### src/rtl/cmd_arb_pkg.sv
// Shared opcodes, response bytes and FSM state encoding for cmd_arbiter.
package cmd_arb_pkg;

  typedef enum logic [3:0] {
    OpCal         = 4'h2,
    OpMove        = 4'h4,
    OpMoveFanfare = 4'h5,
    OpTour        = 4'h6,
    OpAbort       = 4'hF
  } opcode_e;

  localparam logic [7:0] RespAckPos  = 8'hA5;
  localparam logic [7:0] RespDone    = 8'h5A;
  localparam logic [7:0] RespTimeout = 8'hEE;
  localparam logic [7:0] RespBusyNak = 8'hE1;

  typedef enum logic [2:0] {
    StIdle     = 3'd0,
    StFwd      = 3'd1,
    StWaitResp = 3'd2,
    StTourIdle = 3'd3,
    StTourFwd  = 3'd4,
    StTourWait = 3'd5
  } state_e;

endpackage

### src/rtl/arb_watchdog.sv
// Saturating watchdog counter: counts while enabled, expires when it reaches Limit.
module arb_watchdog #(
  parameter int unsigned      Width = 24,
  parameter logic [Width-1:0] Limit = '1
) (
  input  logic clk_i,
  input  logic rst_ni,
  input  logic en_i,
  input  logic clr_i,
  output logic expire_o
);

  logic [Width-1:0] cnt_d, cnt_q;

  always_comb begin
    cnt_d = cnt_q;
    if (clr_i) begin
      cnt_d = '0;
    end else if (en_i && (cnt_q != '1)) begin
      cnt_d = cnt_q + Width'(1);
    end
  end

  always_ff @(posedge clk_i or negedge rst_ni) begin
    if (!rst_ni) begin
      cnt_q <= '0;
    end else begin
      cnt_q <= cnt_d;
    end
  end

  assign expire_o = en_i && (cnt_q == Limit);

endmodule

### src/rtl/cmd_arbiter.sv
// Grants cmd_proc to the remote or tour requester, sends one response byte per command.
// Optional tour abort (opcode 4'hF) is enabled by defining CMD_ARB_ABORT_EN.
module cmd_arbiter
  import cmd_arb_pkg::*;
#(
  parameter int unsigned          TIMEOUT_W    = 24,
  parameter logic [TIMEOUT_W-1:0] TIMEOUT_CLKS = {TIMEOUT_W{1'b1}}
) (
  input  logic        clk,
  input  logic        rst_n,
  input  logic [15:0] rmt_cmd,
  input  logic        rmt_cmd_rdy,
  output logic        rmt_clr_cmd_rdy,
  input  logic [15:0] tc_cmd,
  input  logic        tc_cmd_rdy,
  input  logic        tc_last,
  output logic        tc_clr_cmd_rdy,
  output logic        tour_go,
  output logic [2:0]  tour_x,
  output logic [2:0]  tour_y,
  output logic [15:0] cp_cmd,
  output logic        cp_cmd_rdy,
  input  logic        cp_clr_cmd_rdy,
  input  logic        cp_send_resp,
  output logic [7:0]  resp,
  output logic        send_resp,
  output logic        tour_active
);

  localparam logic [TIMEOUT_W-1:0] WdLimit = TIMEOUT_CLKS - TIMEOUT_W'(1);

  state_e      state_d, state_q;
  logic [15:0] cp_cmd_d, cp_cmd_q;
  logic        cp_cmd_rdy_d, cp_cmd_rdy_q;
  logic        rmt_clr_d, rmt_clr_q;
  logic        tc_clr_d, tc_clr_q;
  logic        tour_go_d, tour_go_q;
  logic [2:0]  tour_x_d, tour_x_q, tour_y_d, tour_y_q;
  logic        tour_active_d, tour_active_q;
  logic        last_d, last_q;
  logic        abort_d, abort_q;
  logic        nak_pend_d, nak_pend_q;
  logic [7:0]  resp_d, resp_q;
  logic        send_resp_d, send_resp_q;

  logic        fsm_vld;
  logic [7:0]  fsm_resp;
  logic        wd_en, wd_clr, wd_expire;
  opcode_e     rmt_op;
  logic        rmt_vld, tc_vld, rmt_abort, nak_req;

  // A ready still high while our clear pulse is out has already been consumed.
  assign rmt_vld = rmt_cmd_rdy && !rmt_clr_q;
  assign tc_vld  = tc_cmd_rdy && !tc_clr_q;
  assign rmt_op  = opcode_e'(rmt_cmd[15:12]);

`ifdef CMD_ARB_ABORT_EN
  assign rmt_abort = rmt_vld && tour_active_q && (rmt_op == OpAbort);
`else
  assign rmt_abort = 1'b0;
`endif

  assign nak_req = rmt_vld && tour_active_q && !rmt_abort;

  assign wd_en  = (state_q == StFwd) || (state_q == StWaitResp) ||
                  (state_q == StTourFwd) || (state_q == StTourWait);
  assign wd_clr = (state_d != state_q);

  arb_watchdog #(
    .Width (TIMEOUT_W),
    .Limit (WdLimit)
  ) u_watchdog (
    .clk_i    (clk),
    .rst_ni   (rst_n),
    .en_i     (wd_en),
    .clr_i    (wd_clr),
    .expire_o (wd_expire)
  );

  always_comb begin
    state_d       = state_q;
    cp_cmd_d      = cp_cmd_q;
    cp_cmd_rdy_d  = cp_cmd_rdy_q;
    rmt_clr_d     = 1'b0;
    tc_clr_d      = 1'b0;
    tour_go_d     = 1'b0;
    tour_x_d      = tour_x_q;
    tour_y_d      = tour_y_q;
    tour_active_d = tour_active_q;
    last_d        = last_q;
    abort_d       = abort_q;
    fsm_vld       = 1'b0;
    fsm_resp      = RespDone;

    if (wd_expire) begin
      fsm_vld       = 1'b1;
      fsm_resp      = RespTimeout;
      cp_cmd_rdy_d  = 1'b0;
      tour_active_d = 1'b0;
      state_d       = StIdle;
    end else begin
      unique case (state_q)
        StIdle: begin
          if (rmt_vld) begin
            rmt_clr_d = 1'b1;
            if (rmt_op == OpTour) begin
              tour_go_d     = 1'b1;
              tour_x_d      = rmt_cmd[6:4];
              tour_y_d      = rmt_cmd[2:0];
              tour_active_d = 1'b1;
              state_d       = StTourIdle;
            end else begin
              cp_cmd_d     = rmt_cmd;
              cp_cmd_rdy_d = 1'b1;
              state_d      = StFwd;
            end
          end
        end
        StFwd: begin
          if (cp_clr_cmd_rdy) begin
            cp_cmd_rdy_d = 1'b0;
            state_d      = StWaitResp;
          end
        end
        StWaitResp: begin
          if (cp_send_resp) begin
            fsm_vld = 1'b1;
            state_d = StIdle;
          end
        end
        StTourIdle: begin
          if (rmt_abort) begin
            fsm_vld       = 1'b1;
            tour_active_d = 1'b0;
            state_d       = StIdle;
          end else if (tc_vld) begin
            cp_cmd_d     = tc_cmd;
            cp_cmd_rdy_d = 1'b1;
            tc_clr_d     = 1'b1;
            last_d       = tc_last;
            state_d      = StTourFwd;
          end
        end
        StTourFwd: begin
          if (cp_clr_cmd_rdy) begin
            cp_cmd_rdy_d = 1'b0;
            state_d      = StTourWait;
          end
        end
        StTourWait: begin
          if (cp_send_resp) begin
            fsm_vld = 1'b1;
            if (last_q || abort_q || rmt_abort) begin
              tour_active_d = 1'b0;
              state_d       = StIdle;
            end else begin
              fsm_resp = RespAckPos;
              state_d  = StTourIdle;
            end
          end
        end
        default: state_d = StIdle;
      endcase
    end

    if (nak_req || rmt_abort) rmt_clr_d = 1'b1;
    if (rmt_abort && tc_vld) tc_clr_d = 1'b1;
    // Abort mid-command: let cmd_proc finish, then end the tour on its response.
    if (rmt_abort && (state_d != StIdle)) abort_d = 1'b1;
    if (state_d == StIdle) abort_d = 1'b0;

    // FSM responses win the single response slot; one NAK may wait a cycle.
    resp_d      = resp_q;
    send_resp_d = 1'b0;
    nak_pend_d  = 1'b0;
    if (fsm_vld) begin
      resp_d      = fsm_resp;
      send_resp_d = 1'b1;
      nak_pend_d  = nak_pend_q || nak_req;
    end else if (nak_pend_q || nak_req) begin
      resp_d      = RespBusyNak;
      send_resp_d = 1'b1;
    end
  end

  always_ff @(posedge clk or negedge rst_n) begin
    if (!rst_n) begin
      state_q       <= StIdle;
      cp_cmd_q      <= '0;
      cp_cmd_rdy_q  <= 1'b0;
      rmt_clr_q     <= 1'b0;
      tc_clr_q      <= 1'b0;
      tour_go_q     <= 1'b0;
      tour_x_q      <= '0;
      tour_y_q      <= '0;
      tour_active_q <= 1'b0;
      last_q        <= 1'b0;
      abort_q       <= 1'b0;
      nak_pend_q    <= 1'b0;
      resp_q        <= '0;
      send_resp_q   <= 1'b0;
    end else begin
      state_q       <= state_d;
      cp_cmd_q      <= cp_cmd_d;
      cp_cmd_rdy_q  <= cp_cmd_rdy_d;
      rmt_clr_q     <= rmt_clr_d;
      tc_clr_q      <= tc_clr_d;
      tour_go_q     <= tour_go_d;
      tour_x_q      <= tour_x_d;
      tour_y_q      <= tour_y_d;
      tour_active_q <= tour_active_d;
      last_q        <= last_d;
      abort_q       <= abort_d;
      nak_pend_q    <= nak_pend_d;
      resp_q        <= resp_d;
      send_resp_q   <= send_resp_d;
    end
  end

  assign rmt_clr_cmd_rdy = rmt_clr_q;
  assign tc_clr_cmd_rdy  = tc_clr_q;
  assign tour_go         = tour_go_q;
  assign tour_x          = tour_x_q;
  assign tour_y          = tour_y_q;
  assign cp_cmd          = cp_cmd_q;
  assign cp_cmd_rdy      = cp_cmd_rdy_q;
  assign resp            = resp_q;
  assign send_resp       = send_resp_q;
  assign tour_active     = tour_active_q;

endmodule

### config.mk
export PLATFORM = sky130hd
export DESIGN_NAME = cmd_arbiter
export DESIGN_NICKNAME = d
export VERILOG_FILES = /design/src/rtl/cmd_arb_pkg.sv /design/src/rtl/arb_watchdog.sv /design/src/rtl/cmd_arbiter.sv
export SDC_FILE = /design/constraint.sdc
export NUM_CORES = 1
export LEC_CHECK = 0
export ABC_AREA = 1
export CELL_PAD_IN_SITES_DETAIL_PLACEMENT = 1
export CELL_PAD_IN_SITES_GLOBAL_PLACEMENT = 1
export CORE_ASPECT_RATIO = 0.5
export CORE_MARGIN = 3
export CORE_UTILIZATION = 37
export DETAILED_ROUTE_END_ITERATION = 12
export HOLD_SLACK_MARGIN = 0.02
export PLACE_DENSITY = 0.88
export SYNTH_ARGS = -nofsm -noshare
export SYNTH_HDL_FRONTEND = slang
export SYNTH_SLANG_ARGS = --single-unit
### constraint.sdc
create_clock -name clk -period 2.1 [get_ports clk]
set_input_delay 0.315 -clock clk [delete_from_list [all_inputs] [get_ports clk]]
set_output_delay 0.315 -clock clk [all_outputs]
set_load 0.01 [all_outputs]
==> results of run 1 <==
==> path summary, 6_finish.rpt <==
| kind | startpoint | end |
|---|---|---|
| worst max-delay path | u_watchdog.cnt_q[0] | u_watchdog.cnt_q[12] |
| min in group clk | resp[6] | resp[6] |
| worst min-delay path | rst_n | cp_cmd[2] |
| worst min register to register | resp[6] | resp[6] |
| worst max register to register | u_watchdog.cnt_q[0] | u_watchdog.cnt_q[12] |
| max in group asynchronous | rst_n | state_q[0] |
==> flip-flops by register name (all words and copies together), names as in the netlist <==
name,cells
cp_cmd,16
cp_cmd_rdy,1
last_q,1
nak_pend_q,1
resp,6
rmt_clr_cmd_rdy,1
send_resp,1
state_q,3
tc_clr_cmd_rdy,1
tour_active,1
tour_go,1
tour_x,3
tour_y,3
u_watchdog.cnt_q,24
==> layer usage <==
metal | part of all wire | up-vias | global-route usage
li1 | - | 1536 | -
met1 | 0.41 | 1766 | 0.270
met2 | 0.52 | 144 | 0.427
met3 | 0.048 | 43 | 0.0635
met4 | 0.028 | 0 | 0.0623
met5 | 0 | - | 0
==> kinds of logic (layout without fill, tap and decap cells) <==
group,Yosys count,count (layout),synth area share
and+or+nand+nor,249,251,0.336
DFF,63,63,0.477
buffers and inverters,52,157,0.0712
AOI/OAI and AO/OA,33,33,0.0648
xor gates and xnor gates,16,16,0.0424
adders and majority gates,2,2,0.00758
==> report_power, final <==
group	internal (mW)	switching [mW]	total (mW)
combinational	1.55	2.01	3.56
clock	0.848	0.532	1.38
sequential	1.55	0.238	1.78
==> critical path: cells and delay by family (launching register included) <==
kind          cells  cell delay [ps]
fa+ha+maj         1              160
buf+inv           3              340
flops             1              400
simple gates      9             1180
==> Yosys cell counts <==
master,n,share of area
buf_6,3,0.010
inv_4,1,0.0019
nor2_4,1,0.0034
buf_2,3,0.0045
nor3_1,6,0.0091
a211oi_1,1,0.0023
nand4_1,9,0.017
a21oi_1,2,0.0030
buf_4,3,0.0068
nand2_1,125,0.14
a31o_2,2,0.0053
nand3b_1,1,0.0023
nor2_1,56,0.064
a21oi_2,1,0.0027
nand2_2,2,0.0038
nor2_2,20,0.038
and2_1,1,0.0019
xor2_1,11,0.029
o211ai_1,1,0.0023
nor4_1,2,0.0038
inv_2,2,0.0023
nand3_2,2,0.0061
o21ai_0,5,0.0076
a21boi_0,1,0.0023
o21a_1,1,0.0023
nand3_1,21,0.032
nor3_2,1,0.0030
ha_1,2,0.0076
a31oi_1,16,0.030
inv_1,38,0.043
xnor2_1,5,0.013
nand3_4,2,0.011
dfrtp_1,63,0.48
o21bai_1,3,0.0068
clkbuf_1,2,0.0023
==> final cells by class <==
class | count | share of cell area
Sequential cell | 63 | 0.329
Multi-Input combinational cell | 302 | 0.338
Inverter | 41 | 0.0326
Tap cell | 112 | 0.0292
Clock inverter | 1 | 0.00104
Timing Repair Buffer | 102 | 0.215
Clock buffer | 13 | 0.0543
==> cell usage in the layout, fill, tap and decap left out, types with 2 or more instances in the layout <==
cell and n:
a21oi_1 2, a31o_2 2, a31oi_1 16, buf_12 5
buf_4 20, clkbuf_1 2, clkbuf_16 10, clkbuf_8 2
clkdlybuf4s50_1 73, dfrtp_1 61, dfrtp_2 2, ha_1 2
inv_1 36, inv_2 4, nand2_1 114, nand2_2 12
nand3_1 19, nand3_2 5, nand3_4 2, nand4_1 9
nor2_1 48, nor2_2 24, nor2_4 5, nor3_1 6
nor3_4 2, nor4_1 2, o21ai_0 5, o21bai_1 3
xnor2_1 4, xor2_1 11
==> metrics by stage <==
stage / setup WS [ps] / TNS, ps
6_report: -46.2 / -418
5_1_grt: -208 / -4330
3_3_place_gp: -220 / -5050
2_1_floorplan: 375 / 0
3_5_place_dp: -325 / -7460
4_1_cts: 4.55 / 0
==> what timing repair did <==
item	in CTS	in global routing
hold buffers	1	0
setup endpoints to repair	37	35
endpoints found under the hold margin	10	0
buffers inserted	1	6
gates resized for setup	6	31
pin swaps	1	9
cloned	1	2
==> reports/results.tsv, run 1 <==
metric	value	unit
clk_latency	340	ps
layout.cells.non_filler	634	
cp_max_fo	6	
hold_path_class	primary input to async pin	
dieArea	10200	µm²
grtUsageTotal	0.231	
startpoint_type	flip-flop	
fill_cells	962	
num_rows	23	
tightest_slew	735	ps
end_kind	flip-flop	
r2r_cells	13	
dp_hpwl	6970	µm
yosysWarnings	0	
wirelength	13400	µm
drv_slew	0	
core_region_area	8320	µm²
clockRootBuffer	clkbuf_16	
power_leakage	2.09	nW
clock_skew	6.46	ps
path_class	flip-flop to flip-flop	
grt_pass1_vias	3622	
ios	75	
io_buffers	74	
regArea	1580	µm²
final_core_util	0.576	
ant_nets	0	
irDropWorstVdd	0.697	mV
worstPathRequired	2360	ps
arrival	2410	ps
grt_first_pass_wirelength	18500	µm
vias_per_cell	5.50	
drive_above_1_share	0.195	
final_nets	560	
hold_slack	403	ps
setup_ws	-46.2	ps
final_cell_area	4790	µm²
place_congestion	0.876	
finalHoldViolCount	0	
period_share	1.02	
cts_tree	built	
fp.dieH	72.8	µm
num_vias	3489	
clk_pin_slew_worst_paths	50	ps
synthCells	415	
antenna_found_initial	0	
drc	0	
setup_viol	19	
clock-sinks	63	
fmax	466	MHz
worst_path_most_repeated_cell	nand2_2	
cp_slowest_cell	dfrtp_1	
drt_iter0_markers	276	
grt.overflow.total	0	
ys_seq_area_frac	0.477	
ff2ff_setup_slack	-50	ps
grt_max_degree	54	
cts_max_level	3	
power_density	1400	nW/µm²
synth_cell_types	35	
clk_path_buf_depth	2	
placedCellCount	609	
die_x	140	µm
path_cells	inv_1, ha_1, inv_1, nor2_1, nand2_2, nor2_4, nand3_4, nand2_2, nand2_1, nand2_2, nand3_4, buf_12, nor2_2	
power.total	6.72	mW
diodes	0	
syn_nets	456	
multiInputGateArea	1620	µm²
failed_checks	negative setup slack	
cts_made_buffers	9	
netlist_area	3300	µm²
drv_cap	0	
routedWlPerCell	21.2	µm
slew-limit-headroom	0.505	
firstDrtPassIters	6	
avgSynthCellArea	7.96	µm²
rsz0062_at_grt	true	
fin_crit	2150	ps
status	finished with violations	
placed_area	4290	µm²
start_util	0.397	
ys_ff_latch	63	
cpPeakStageDelay	400	ps
syn2layout_area_growth	45.2	%
Note: power is estimated with default switching activity, not from simulation.
==> inputs of run 2 (changes only) <==
--- a/config.mk
+++ b/config.mk
@@ -9,7 +9,6 @@
 export CELL_PAD_IN_SITES_DETAIL_PLACEMENT = 1
 export CELL_PAD_IN_SITES_GLOBAL_PLACEMENT = 1
 export CORE_ASPECT_RATIO = 0.5
-export CORE_MARGIN = 3
 export CORE_UTILIZATION = 37
 export DETAILED_ROUTE_END_ITERATION = 12
 export HOLD_SLACK_MARGIN = 0.02
==> run 2 against run 1 <==
The run still ends with negative setup slack left. Critical path depth did not move. Count of clock-buffer cells in the layout did not move. Combinational power rose by 3%. Non-clock buffer count rose by 4. First-iteration DRC count rose by 13%. Clock power rose by 9%. Cell count rose by 0.63%. Maximum frequency fell by 3.7%. Hold slack improved by 110 ps. Routed wire length rose by 4.6%. Global-route usage rose by 2.9 points. Critical path type unchanged. Largest cell class unchanged. Largest power group unchanged. Highest routed layer unchanged.
==> reports/results.tsv, run 2 (synthesis gave the netlist of run 1 again) <==
metric	value	unit	change
worstPathRequired	2350	ps	about the same
fin_crit	2230	ps	+82.9 ps
clk_latency	340	ps	about the same
hp-start	tour_y[0]		
largest_register	u_watchdog.cnt_q		
place_congestion	0.804		-8.2%
cp_max_fo	8		+2
fmax	449	MHz	-3.7%
mostFrequentLayoutCells	nand2_1 (118), clkdlybuf4s50_1 (73), dfrtp_1 (62)		
vias_per_cell	5.53		+0.46%
final_core_util	0.576		about the same
num_rows	23		unchanged
power_density	1450	nW/µm²	+3.1%
firstDrtPassIters	4		-2
routedWlPerCell	22.0	µm	+3.9%
ff2ff_setup_slack	-130	ps	-80 ps
final_nets	564		+0.71%
grt_first_pass_wirelength	17900	µm	-2.7%
cp_slowest_cell	dfrtp_1		
crit_family	simple AND/OR/NAND/NOR gates		
die_x	136	µm	-2.9%
fp.dieH	68.8	µm	-5.5%
start_util	0.397		unchanged
wirelength	14100	µm	+4.6%
antenna_found_initial	0		unchanged
clock-sinks	63		unchanged
crit_buf_inv	3		unchanged
multiInputGateArea	1610	µm²	-0.93%
num_vias	3527		+1.1%
irDropWorstVdd	0.606	mV	-13%
status	finished with violations		
hold_path_class	flip-flop to flip-flop		
grt_pass1_vias	3443		-4.9%
worst_path_most_repeated_cell	nand2_1		
regToRegStartpoint	u_watchdog.cnt_q[0]		
drv_slew	0		unchanged
tightest_slew	750	ps	+14.7 ps
setup_ws	-129	ps	-82.9 ps
r2r-end	u_watchdog.cnt_q[22]		
cts_made_buffers	9		unchanged
drive_above_1_share	0.188		-0.00719
fill_cells	973		+1.1%
clock_skew	7.85	ps	+1.39 ps
clockRootBuffer	clkbuf_16		
grt.overflow.total	0		unchanged
io_buffers	74		unchanged
dp_hpwl	7120	µm	+2.3%
drt_iter0_markers	313		+13%
clk_path_buf_depth	2		unchanged
finalHoldViolCount	0		unchanged
arrival	2480	ps	+70 ps
grtUsageTotal	0.260		+0.0286
cpPeakStageDelay	410	ps	about the same
diodes	0		unchanged
core_region_area	8320	µm²	unchanged
largest_register_ff_count	24		unchanged
end_kind	flip-flop		
path_class	flip-flop to flip-flop		
slew-limit-headroom	0.495		-0.00992
placed_area	4290	µm²	+0.18%
period_share	1.06		+0.0395
path_cells	inv_1, ha_1, inv_1, nor2_1, nand2_1, nor2_4, nand3_4, nand2_1, nand2_1, nand2_2, nand3_4, buf_12, nor2_1		
hold_path_depth	2		
final_cell_area	4790	µm²	about the same
startpoint_type	flip-flop		
failed_checks	negative setup slack		
syn2layout_area_growth	45.1	%	about the same
clk_pin_slew_worst_paths	60	ps	about the same
r2r_cells	13		unchanged
regArea	1580	µm²	about the same
drv_cap	0		unchanged
final_common_cell	nand2_1		
ant_nets	0		unchanged
ios	75		unchanged
drc	0		unchanged
cts_tree	built		
power_leakage	2.11	nW	+0.71%
setup_viol	14		-5
dieArea	9330	µm²	-8.2%
grt_max_degree	64		+19%
cts_max_level	3		unchanged
holdPathEnd	tour_y[0]		
==> run 2: cell count changes in the layout (fill, tap and decap cells not counted), sizes merged <==
cell,delta
buf,+5
bufinv,+1
clkbuf,-1
clkinv,-1
clkinvlp,+1
inv,-1
==> run 2: timing repair <==
| action | in CTS | in global routing |
|---|---|---|
| endpoints found under the setup margin | 40 | 37 |
| setup buffers | 1 | 10 |
| pin swaps | 1 | 2 |
| cloned | 1 | 1 |
| endpoints found under the hold margin | 63 | 0 |
| resized for setup | 6 | 21 |
| hold buffers | 1 | 0 |
==> run 2: metrics by stage <==
| stage | hold WS, ps | worst slack (ps) | std cells | setup TNS, ps | power, mW |
|---|---|---|---|---|---|
| finish | 509 | -129 | 638 | -309 | 6.93 |
| global route | 534 | -209 | 638 | -2650 | 7.23 |
| CTS | 483 | 1.94 | 627 | 0 | 6.33 |
| detailed placement | 360 | -363 | 610 | -8630 | 4.64 |
| global placement | 357 | -249 | 610 | -5520 | 4.50 |
| floorplan | 19.4 | 375 | 415 | 0 | 3.33 |
==> run 2: area by class of cell <==
| cell class | count | area share |
|---|---|---|
| repair buffers | 106 | 0.215 |
| well taps | 112 | 0.0292 |
| clock inverters | 1 | 0.00627 |
| multi-input cells | 302 | 0.335 |
| clock buffers | 13 | 0.0522 |
| inverters | 41 | 0.0334 |
| flip-flops and latches | 63 | 0.329 |
==> run 2: how the worst max path moves through the flow <==
stage / to / slack [ps] / cells after the start / startpoint
2_1_floorplan: u_watchdog.cnt_q[16] / 380 / 13 / u_watchdog.cnt_q[0]
6_report: u_watchdog.cnt_q[22] / -130 / 13 / u_watchdog.cnt_q[0]
3_5_place_dp: cp_cmd[8] / -360 / 6 / tc_cmd_rdy
3_3_place_gp: cp_cmd_rdy / -250 / 7 / tc_cmd_rdy
5_1_grt: u_watchdog.cnt_q[22] / -210 / 13 / u_watchdog.cnt_q[0]
4_1_cts: u_watchdog.cnt_q[14] / 2 / 13 / state_q[1]
==> run 2: power by group <==
part	switching (mW)	internal, mW
Combinational	2.09	1.57
Clock	0.556	0.940
Sequential	0.233	1.54
Total	2.87	4.06
==> run 2: worst reg2reg max path: cells and delay by family (launching register included) <==
family / cells / cell delay [ps]
flops: 1 / 410
fa+ha+maj: 1 / 160
simple gates: 9 / 1260
buf+inv: 3 / 320
==> run 2: per-layer routing <==
metal,routed length (µm),GRT usage,up-vias
li1,-,-,1542
met1,5550,0.299,1764
met2,7030,0.466,162
met3,882,0.0724,59
met4,585,0.110,0
met5,0,0,-
==> inputs of run 3 (changes only) <==
--- a/config.mk
+++ b/config.mk
@@ -9,6 +9,7 @@
 export CELL_PAD_IN_SITES_DETAIL_PLACEMENT = 1
 export CELL_PAD_IN_SITES_GLOBAL_PLACEMENT = 1
 export CORE_ASPECT_RATIO = 0.5
+export CORE_MARGIN = 2
 export CORE_UTILIZATION = 37
 export DETAILED_ROUTE_END_ITERATION = 12
 export HOLD_SLACK_MARGIN = 0.02
==> run 3 against run 2 <==
The run now ends clean. Register-to-register slack better by 250 ps. Maximum frequency is 12% higher. Non-clock buffer count is 10 lower. Cell count is 0.63% lower. Clock power hardly changed. Clock skew is 4.0 ps lower. Critical path depth stayed put. Flip-flop and latch count stayed put. Global-route usage is 1.8 points lower. Worst setup slack better by 250 ps. Via count is 8.6% lower. Critical endpoint is now u_watchdog.cnt_q[18].
==> reports/results.tsv, run 3 (synthesis gave the netlist of run 1 again) <==
metric	value	unit	change
status	finished clean		
arrival	2250	ps	-230 ps
pre_cts_slack	-394	ps	-31.3 ps
final_common_cell	nand2_1		
power.total	6.32	mW	-8.8%
end_kind	flip-flop		
drv_cap	0		unchanged
clk_pin_slew_worst_paths	50	ps	about the same
finalHoldViolCount	0		unchanged
largest_register	u_watchdog.cnt_q		
final_nets	553		-2.0%
grt_pass1_vias	3505		+1.8%
clock_skew	3.80	ps	-4.05 ps
dp_hpwl	7140	µm	+0.25%
syn2layout_area_growth	41.5	%	
mostFrequentLayoutCells	nand2_1 (124), clkdlybuf4s50_1 (73), dfrtp_1 (62)		
r2r_cells	13		unchanged
antenna_found_initial	0		unchanged
slew-limit-headroom	0.534		+0.0392
firstDrtPassIters	4		unchanged
setup-tns-final	0	ps	+309 ps
grt_first_pass_wirelength	18000	µm	+0.35%
diodes	0		unchanged
setup_viol	0		-14
ant_nets	0		unchanged
num_rows	24		+4.3%
drc	0		unchanged
power_density	1350	nW/µm²	-6.5%
grt.overflow.total	0		unchanged
final_cell_area	4670	µm²	-2.5%
path_class	flip-flop to flip-flop		
die_x	138	µm	+1.5%
power_leakage	2.05	nW	-2.9%
cp_max_fo	9		+1
clock-sinks	63		unchanged
period_share	0.945		-0.117
grt_max_degree	33		-48%
dieArea	9740	µm²	+4.4%
drt_iter0_markers	150		-52%
hold_path_class	primary input to async pin		
tightest_slew	692	ps	-58.2 ps
core_region_area	8680	µm²	+4.3%
clk_latency	330	ps	about the same
fin_crit	1980	ps	-245 ps
irDropWorstVdd	0.589	mV	-2.9%
cts_tree	built		
vias_per_cell	5.08		-8.1%
worstPathRequired	2360	ps	about the same
placed_area	4290	µm²	-0.15%
grtUsageTotal	0.242		-0.0176
drv_slew	0		unchanged
num_vias	3222		-8.6%
clockRootBuffer	clkbuf_16		
hold_slack	480	ps	-28.4 ps
io_buffers	74		unchanged
cts_max_level	3		unchanged
routedWlPerCell	17.2	µm	-22%
setup_ws	116	ps	+245 ps
place_congestion	0.838		+4.2%
fmax	504	MHz	+12%
largest_register_ff_count	24		unchanged
wirelength	10900	µm	-22%
cts_made_buffers	9		unchanged
clk_path_buf_depth	2		unchanged
startpoint_type	flip-flop		
drive_above_1_share	0.157		-0.0315
fp.dieH	70.8	µm	+2.9%
ios	75		unchanged
start_util	0.380		-0.0165
-- run 3: changes by cell type in the layout (fill, tap and decap cells not counted), sizes merged --
cell    before  now
inv         40   41
nand3       26   25
buf         32   22
clkinv       0    1
-- run 3: area by class of cell --
type	count	area [µm²]
timing repair buffer	96	945
clock buffer	13	250
clock inverter	3	42.5
inverter	41	156
tap	117	146
multi-input combinational	301	1560
fill	1036	4010
sequential	63	1580
-- run 3: critical path: stages (launching register included) --
cell	delay (ps)
dfrtp_2	440
nor2_2	140
buf_4	140
nand2_1	90
nand2_1	140
nor2_4	70
inv_4	70
nand3_4	120
nand2_1	130
nand2_1	60
nand2_1	110
nand3_4	110
buf_4	190
nor2_2	100
-- run 3: where the power goes --
group / internal (mW) / total (mW) / switching, mW
Clock: 0.950 / 1.50 / 0.547
Combinational: 1.30 / 3.07 / 1.77
Sequential: 1.54 / 1.75 / 0.206
Total: 3.80 / 6.32 / 2.52
-- run 3: timing repair --
action	in CTS	in global routing
pin swaps	1	2
cloned	1	0
buffers inserted	1	0
hold endpoints to repair	15	0
gates resized for setup	4	12
endpoints found under the setup margin	24	33
hold buffers	1	0
-- run 3: final timing paths --
kind                                        end  slack, ps        from
setup / recovery           u_watchdog.cnt_q[18]        120  state_q[0]
hold / removal                       cp_cmd[10]        480       rst_n
setup reg to reg           u_watchdog.cnt_q[18]        120  state_q[0]
hold reg to reg                         resp[0]        510     resp[0]
max in group asynchronous               resp[5]       1030       rst_n
min in group clk                        resp[0]        510     resp[0]
-- run 3: routing by layer --
metal  vias up  track usage  share of wire
met5         -            0              0
met2        58        0.436           0.52
met3        15       0.0573          0.030
li1       1517            -              -
met1      1632        0.295           0.44
met4         0       0.0584          0.013
-- run 3: per-stage QoR --
| stage | std cells | util |
|---|---|---|
| final | 634 | 0.538 |
| after global routing | 634 | 0.538 |
| after CTS | 634 | 0.534 |
| after detailed placement | 615 | 0.494 |
| after global placement | 615 | 0.494 |
| after floorplan | 415 | - |
